<file path="src/rtl/accu_frame_gen.sv">
// -----------------------------------------------------------------------------
// accu_frame_gen
// AXI-Stream frame source and result checker for the accumulator datapath.
// On an accepted start it sends one header word carrying the payload length N,
// then N payload words (seed, seed+step, seed+2*step, ...), with tlast on the
// final payload beat. It then waits for a single response word and compares it
// against the locally accumulated sum of the transmitted payload.
//
// Ports
//   sys_clk, sys_rst          clock / synchronous active-high reset
//   start, frame_len,
//   seed, step_val            frame request and its parameters (sampled in IDLE)
//   busy, done, pass,
//   err_timeout, err_len      status
//   expected_sum, rx_sum      locally accumulated sum / received sum
//   m_axis_*                  outgoing frame stream (header + payload)
//   s_axis_*                  incoming single-word response stream
// -----------------------------------------------------------------------------
module accu_frame_gen #(
    parameter int RESP_TIMEOUT = 1024,
    parameter int LEN_W        = 16
) (
    input  logic             sys_clk,
    input  logic             sys_rst,
    input  logic             start,
    input  logic [LEN_W-1:0] frame_len,
    input  logic [63:0]      seed,
    input  logic [63:0]      step_val,
    output logic             busy,
    output logic             done,
    output logic             pass,
    output logic             err_timeout,
    output logic             err_len,
    output logic [63:0]      expected_sum,
    output logic [63:0]      rx_sum,
    output logic             m_axis_tvalid,
    input  logic             m_axis_tready,
    output logic [63:0]      m_axis_tdata,
    output logic [7:0]       m_axis_tkeep,
    output logic             m_axis_tlast,
    input  logic             s_axis_tvalid,
    output logic             s_axis_tready,
    input  logic [63:0]      s_axis_tdata,
    input  logic [7:0]       s_axis_tkeep,
    input  logic             s_axis_tlast
);

    // Counter only needs to reach RESP_TIMEOUT-1; the timeout fires on the
    // edge at which it would reach RESP_TIMEOUT.
    localparam int CNT_W = (RESP_TIMEOUT > 1) ? $clog2(RESP_TIMEOUT) : 1;
    localparam logic [CNT_W-1:0] TO_LAST = CNT_W'(RESP_TIMEOUT - 1);

    typedef enum logic [2:0] {
        S_IDLE = 3'd0,
        S_HDR  = 3'd1,
        S_DATA = 3'd2,
        S_WAIT = 3'd3,
        S_DONE = 3'd4
    } state_t;

    state_t            r_state;
    state_t            w_state_next;

    logic [LEN_W-1:0]  r_len;
    logic [LEN_W-1:0]  r_idx;
    logic [63:0]       r_cur;
    logic [63:0]       r_step;
    logic [63:0]       r_exp_sum;
    logic [63:0]       r_rx_sum;
    logic              r_pass;
    logic              r_err_to;
    logic              r_err_len;
    logic [CNT_W-1:0]  r_tcnt;

    logic              w_m_valid;
    logic              w_m_beat;
    logic              w_s_beat;
    logic              w_last;
    logic              w_timeout;
    logic              w_start_ok;

    // All stream controls decode straight from the state register, so tvalid
    // never depends on tready and everything is zero in IDLE / after reset.
    assign w_m_valid  = (r_state == S_HDR) || (r_state == S_DATA);
    assign w_m_beat   = w_m_valid && m_axis_tready;
    assign w_s_beat   = (r_state == S_WAIT) && s_axis_tvalid;
    assign w_last     = (r_idx == (r_len - 1'b1));
    assign w_timeout  = (RESP_TIMEOUT != 0) && (r_tcnt == TO_LAST);
    assign w_start_ok = start && (frame_len != '0);

    assign m_axis_tvalid = w_m_valid;
    assign m_axis_tkeep  = w_m_valid ? 8'hFF : 8'h00;
    assign m_axis_tlast  = (r_state == S_DATA) && w_last;
    assign m_axis_tdata  = (r_state == S_HDR)  ? {{(64-LEN_W){1'b0}}, r_len} :
                           (r_state == S_DATA) ? r_cur : 64'd0;
    assign s_axis_tready = (r_state == S_WAIT);
    assign busy          = (r_state != S_IDLE);
    assign done          = (r_state == S_DONE);
    assign pass          = r_pass;
    assign err_timeout   = r_err_to;
    assign err_len       = r_err_len;
    assign expected_sum  = r_exp_sum;
    assign rx_sum        = r_rx_sum;

    // Next-state logic
    always_comb begin
        w_state_next = r_state;
        case (r_state)
            S_IDLE: if (w_start_ok) w_state_next = S_HDR;
            S_HDR:  if (w_m_beat) w_state_next = S_DATA;
            S_DATA: if (w_m_beat && w_last) w_state_next = S_WAIT;
            S_WAIT: if (w_s_beat || w_timeout) w_state_next = S_DONE;
            S_DONE: w_state_next = S_IDLE;
            default: w_state_next = S_IDLE;
        endcase
    end

    // State register
    always_ff @(posedge sys_clk) begin
        if (sys_rst) begin
            r_state <= S_IDLE;
        end else begin
            r_state <= w_state_next;
        end
    end

    // Datapath
    always_ff @(posedge sys_clk) begin
        if (sys_rst) begin
            r_len     <= '0;
            r_idx     <= '0;
            r_cur     <= '0;
            r_step    <= '0;
            r_exp_sum <= '0;
            r_rx_sum  <= '0;
            r_pass    <= 1'b0;
            r_err_to  <= 1'b0;
            r_err_len <= 1'b0;
            r_tcnt    <= '0;
        end else begin
            r_err_len <= 1'b0;
            case (r_state)
                S_IDLE: begin
                    if (w_start_ok) begin
                        r_len     <= frame_len;
                        r_cur     <= seed;
                        r_step    <= step_val;
                        r_idx     <= '0;
                        r_exp_sum <= '0;
                        r_rx_sum  <= '0;
                        r_pass    <= 1'b0;
                        r_err_to  <= 1'b0;
                        r_tcnt    <= '0;
                    end else if (start) begin
                        r_err_len <= 1'b1;
                    end
                end
                S_DATA: begin
                    if (w_m_beat) begin
                        r_exp_sum <= r_exp_sum + r_cur;
                        r_cur     <= r_cur + r_step;
                        r_idx     <= r_idx + 1'b1;
                    end
                end
                S_WAIT: begin
                    r_tcnt <= r_tcnt + 1'b1;
                    // A response on the timeout cycle takes priority.
                    if (w_s_beat) begin
                        r_rx_sum <= s_axis_tdata;
                        r_pass   <= (s_axis_tdata == r_exp_sum) &&
                                    (s_axis_tkeep == 8'hFF) && s_axis_tlast;
                    end else if (w_timeout) begin
                        r_err_to <= 1'b1;
                        r_pass   <= 1'b0;
                    end
                end
                default: ;
            endcase
        end
    end

endmodule

</file>
<file path="config.mk">
export PLATFORM = sky130hd
export DESIGN_NAME = accu_frame_gen
export DESIGN_NICKNAME = d
export VERILOG_FILES = /design/src/rtl/accu_frame_gen.sv
export SDC_FILE = /design/constraint.sdc
export NUM_CORES = 1
export LEC_CHECK = 0
export ABC_CLOCK_PERIOD_IN_PS = 2950
export BUFFER_PORTS_ARGS = -buffer_cell sky130_fd_sc_hd__buf_2
export CORE_MARGIN = 1.5
export CORE_UTILIZATION = 45
export DETAILED_ROUTE_END_ITERATION = 8
export PLACE_DENSITY_LB_ADDON = 0.08
export SYNTH_ARGS = -nofsm -noshare
export SYNTH_HDL_FRONTEND = slang
export SYNTH_SLANG_ARGS = --single-unit
export TNS_END_PERCENT = 5
</file>
<file path="constraint.sdc">
create_clock -name sys_clk -period 2.95 [get_ports sys_clk]
set_clock_uncertainty 0.1 [all_clocks]
set_input_delay 0.1475 -clock sys_clk [delete_from_list [all_inputs] [get_ports sys_clk]]
set_output_delay 0.1475 -clock sys_clk [all_outputs]
set_load 0.02 [all_outputs]
</file>
==> Word level (Yosys, flattened, before mapping) <==
Cells that the tools add are included.
{ "word_totals": {"input_bits": 222, "wordCells": 85, "out_inout_bits": 208, "register_bits": 304} }
{ "classes": {"reduce_logical": 22, "addsub": 5, "mux": 29, "bitwise": 1, "n_eq_ne": 17} }
{ "ops": {"columns": ["cell", "n"], "rows": [
  ["two-way mux 64 bit", 7],
  ["one-hot mux 64 bit (2 select lines)", 3],
  ["adder 64 bit", 2],
  ["equality test 64 bit", 1],
  ["two-way mux 16 bit", 2],
  ["one-hot mux 16 bit (2 select lines)", 1],
  ["one-hot mux 10 bit (2 select lines)", 1],
  ["adder 16 x 1 -> 16 bit, second input constant", 1],
  ["equality test 16 bit", 1],
  ["nonzero test 16 bit", 1],
  ["subtractor 16 x 1 -> 16 bit, second input constant", 1],
  ["two-way mux 3 bit", 4],
  ["one-hot mux 3 bit (4 select lines)", 1],
  ["adder 10 x 1 -> 10 bit, second input constant", 1],
  ["equality test 10 bit, second input constant", 1],
  ["two-way mux 10 bit", 1],
  ["AND reduction 3 bit", 3],
  ["equality test 8 bit, second input constant", 1],
  ["two-way mux 8 bit", 1],
  ["inequality test 2 x 1 -> 1 bit, second input constant", 4],
  ["inequality test 2 bit, second input constant", 4],
  ["AND reduction 4 bit", 2],
  ["logical AND 1 bit", 7],
  ["equality test 3 x 2 -> 1 bit, second input constant", 2],
  ["12 further kinds", 21]
]} }

==> Logic depth before layout (Yosys ltp) <==
{ "depth": {"depth_word": 6, "depth_mapped": 14, "ltp_nobuf": 14} }

==> Worst setup path after synthesis <==
OpenSTA, ideal clock, no wires.
{ "synth_path": {"path_type": "reg-to-reg", "from": "reg r_exp_sum[1], in the netlist expected_sum[1]", "to": "reg r_exp_sum[61], in the netlist expected_sum[61]", "path_slack_ps": -299, "arrival_time_ps": 3028, "path_buffers": 0, "stages_incl_launch_ff": 12, "period_less_slack_ps": 3249, "setup_time_ps": 122, "required_time_ps": 2728, "cell_sequence": "dfxtp_1 > ha_1 > a211oi_1 > o21ai_1 > a31oi_2 > o211ai_2 > a211oi_1 > o31a_1 > o31a_1 > o21ai_4 > a41o_1 > a221o_1"} }
{ "synth_via": {"elab_chain_cells": 3} }
{ "synth_rtl": {"columns": ["item", "line_no", "text"], "rows": [
  ["from (decl)", "68", "logic [63:0] r_exp_sum;"],
  ["from (signal assigned)", "160", "r_exp_sum <= r_exp_sum + r_cur;"],
  ["adder 64 bit", "160", null],
  ["two-way mux 64 bit", "159", "if (w_m_beat) begin"],
  ["one-hot mux 64 bit (2 select lines)", "142", "case (r_state)"]
]} }
Every way passes these cells. The select of a mux whose other input is x is not followed.
A chain may end at the register's enable or synchronous reset.

==> Worst setup path in the final report <==
{ "layout_path": {"from": "reg r_len[2]", "to": "out m_axis_tlast"} }
{ "layout_via": {"elab_chain_cells": 3} }
{ "layout_rtl": {"columns": ["item", "line_no", "text"], "rows": [
  ["from (decl)", "64", "logic [LEN_W-1:0] r_len;"],
  ["from (signal assigned)", "145", "r_len <= frame_len;"],
  ["subtractor 16 x 1 -> 16 bit", "87", "assign w_last = (r_idx == (r_len - 1'b1));"],
  ["equality test 16 bit", "87", null],
  ["logical AND 1 bit", "93", "assign m_axis_tlast = (r_state == S_DATA) && w_last;"],
  ["to (decl)", "40", "output logic m_axis_tlast,"]
]} }
Every way passes these cells.

==> out/metrics.cfg <==
[outcome]
outcome = finished, violations left
violations = setup timing

[worst_setup_path]
slowest_stage = or3_4
endpoint = m_axis_tlast
worstSetupPathType = flop to primary output
worst-endpoint-required_ns = 2.70
cp.depth = 13
worst_r2r_path_depth = 12
r2r-start = r_cur[11]
critPathLaunch = r_len[2]
max_stage_delay_ns = 0.40
timing.rr.end = expected_sum[61]
crit_family = simple AND/OR/NAND/NOR gates
cp_num_buf_inv = 3
start_kind = flop
crit_chain = nor3_2 > buf_4 > nand3_2 > or3_4 > nand2b_4 > nor3_4 > a31oi_1 > or4_1 > nor4_1 > buf_4 > nand3_2 > nor2_2 > buf_6
reg2reg_slack_ns = -0.35
end_kind = primary output
cp.arrival_ns = 3.11
crit_fanout = 2

[floorplan]
fp.dieH_microns = 217
dieArea_sq_mm = 0.0469
rows = 78
initial_core_util_pct = 45.5
pin_count = 430
coreArea_sq_mm = 0.0452
die_x_microns = 217

[detailed_routing]
first_iter_violations = 1754
vias = 24549
ant_nets = 0
wirelength_microns = 88900
dr.pass1.iters = 5
drc_errors = 0
routedWlPerCell_microns = 20.7
drt-vias-per-instance = 5.71

[power]
p_clk_share_pct = 33.6
seq_power_share_pct = 34.2
p_int_mw = 9.00
power_leakage_nw = 14.2
power.total_mw = 13.6
p_sw_mw = 4.64
p_per_area_mw_per_mm2 = 444
comb_power_share_pct = 32.1
ir_drop_mv = 0.499
p_sw_share_pct = 34.0

[logic_synthesis]
avgSynthCellArea_sq_um = 7.52
synth-edff-count = 0
yosys_warnings = 0
ys.flop_type = dfxtp_1
syn_nets = 3083
async_flop_share_pct = 0
synthesis.area_sq_mm = 0.0205
synth-seq-cells = 304
yosysUniqueCellTypes = 88
ys_seq_area_share_pct = 29.6
synthCells = 2730

[timing]
finalHoldViolations = 0
tightest_slew_ns = 0.833
rsz0062_at_grt = true
fin_crit_ns = 3.36
setup_viol = 38
fin_crit_sh_pct = 114
slew_headroom_pct = 44.4
setup_tns_ns = -5.60
max_clock_freq_mhz = 298
slew_viol_final = 0
final.setup.worst_slack_ns = -0.407

[finish]
n_antenna_cell = 0
nFillCells = 3764
nets = 4026
multi_input_area_sq_mm = 0.0146
area_growth_pct = 49.6
fin_util_pct = 68.0
seqCellArea_sq_mm = 0.00616
drive_gt1_share_pct = 32.3
final_area_sq_mm = 0.0307

[clock_tree]
clock_sinks = 304
cts_root_buffer = clkbuf_16
cts_tree = built
clk_latency_ns = 0.57
h-tree-depth = 2
clk_pin_slew_ns = 0.06
cts_buffer_depth = 3
cts_made_buffers = 38

[place]
place_area_sq_mm = 0.0264
place.gp.congestion = 0.960
dpl_worst_slack_ns = -0.575
place_hpwl_microns = 65800
port_buffers = 429

[global_routing]
grt_usage_pct = 36.3
grt_overflow = 0
grt_max_degree = 100
antenna_found_initial = 0
grt_pass1_vias = 23970
grt_pass1_wl_microns = 134000

[min_path]
hp-start = seed[56]
hp-class = input pin to flop

[run]
max_cap_violations = 0

## registers in the layout (all words and copies together) (netlist names)
name / cells
expected_sum: 64
rx_sum: 64
r_cur: 64
pass: 1
r_idx: 16
r_tcnt: 10
err_timeout: 1
err_len: 1
r_len: 16
r_state: 3
r_step: 64
## cell usage in the layout (no fill, tap or decap), types with 23 or more instances in the layout
cell type,synthesis,layout
dfxtp_2,0,34
dfxtp_1,304,262
a311oi_1,36,29
inv_1,55,55
nor4_1,26,23
buf_4,11,451
ha_4,0,28
ha_1,129,94
nor3_1,38,34
and2_1,55,54
xor2_1,106,105
nand3_1,130,126
clkbuf_16,0,39
nand2_1,442,435
nor2_1,179,168
a22o_1,49,49
a21o_1,82,82
dlygate4sd3_1,0,204
o21ai_0,114,95
a21oi_1,331,311
xnor2_1,86,85
nand4_1,55,55
buf_2,4,427
## synthesized netlist by cell type, types with 28 or more instances
cell type / number / area share [%]
ha_1: 129 / 7.9
nand4_1: 55 / 1.7
nand3_1: 130 / 3.2
nor2_1: 179 / 3.3
a21o_1: 82 / 3.0
xnor2_1: 86 / 3.7
xor2_1: 106 / 4.5
a211oi_1: 28 / 1.0
a311oi_1: 36 / 1.5
a21oi_1: 331 / 8.1
nand2_1: 442 / 8.1
dfxtp_1: 304 / 30
o21ai_0: 114 / 2.8
and2_1: 55 / 1.7
clkbuf_1: 173 / 3.2
a22o_1: 49 / 2.1
nor3_1: 38 / 0.93
inv_1: 55 / 1.0
## power by group through the flow
stage / logic (mW) / registers (mW) / clock network [mW]
floorplan: 2.16 / 4.63 / 0
global placement: 3.81 / 4.69 / 0
detailed placement: 3.85 / 4.70 / 0
CTS: 4.20 / 4.63 / 4.66
global route: 4.71 / 4.68 / 4.80
finish: 4.38 / 4.67 / 4.59
## layout make-up
type                            instances  share of cell area [%]
Inverter                               56                   0.684
Tap cell                              600                    2.44
Sequential cell                       304                    20.0
Clock inverter                         12                   0.317
Clock buffer                           52                    3.56
Timing Repair Buffer                 1097                    25.4
Multi-Input combinational cell       2176                    47.6
## how the worst min path moves through the flow
stage	to	slack, ns	cells past startpoint
2_1_floorplan	r_step[0]	0.18	2
4_1_cts	r_cur[56]	0.02	4
5_1_grt	r_cur[46]	0.03	4
3_5_place_dp	r_step[36]	0.29	3
6_report	r_cur[56]	0.01	4
3_3_place_gp	r_step[15]	0.29	3
## routing by layer
layer | share of wire, % | GRT usage (%)
met4 | 4.9 | 17.0
met3 | 6.9 | 6.34
met2 | 46 | 60.1
met5 | 0 | 0
met1 | 42 | 45.8
## logic make-up after synthesis
kind of cell	share of synthesized area (%)
AND/OR/NAND/NOR	23.1
AO/OA/AOI/OAI	26.0
flip-flops	29.6
buffers and inverters	4.79
XOR/XNOR	8.19
adder cells (fa/ha/maj)	8.05
multiplexers	0.201
## metrics by stage
| step | hold slack, ns | std cells |
|---|---|---|
| finish | 0.0139 | 4297 |
| global route | 0.0309 | 4297 |
| CTS | 0.0153 | 4294 |
| detailed placement | 0.293 | 4016 |
| global placement | 0.288 | 4016 |
| floorplan | 0.176 | 2730 |
## worst reg2reg max path: stages (launching register included)
cell,delay [ns]
dfxtp_2,0.33
ha_4,0.27
nand4_1,0.20
nor4_4,0.35
nand3_1,0.12
o211ai_2,0.22
a211oi_2,0.12
o31a_1,0.35
o31a_1,0.36
o21ai_4,0.20
a21oi_2,0.08
a41o_1,0.21
a221o_1,0.28
## timing repair
action,CTS,global route
resized for setup,137,90
hold buffers,204,0
cloned,0,0
hold endpoints to repair,206,0
endpoints found under the setup margin,77,74
setup buffers,10,4
pin swaps,43,33
Power figures use the tool's default switching activity.
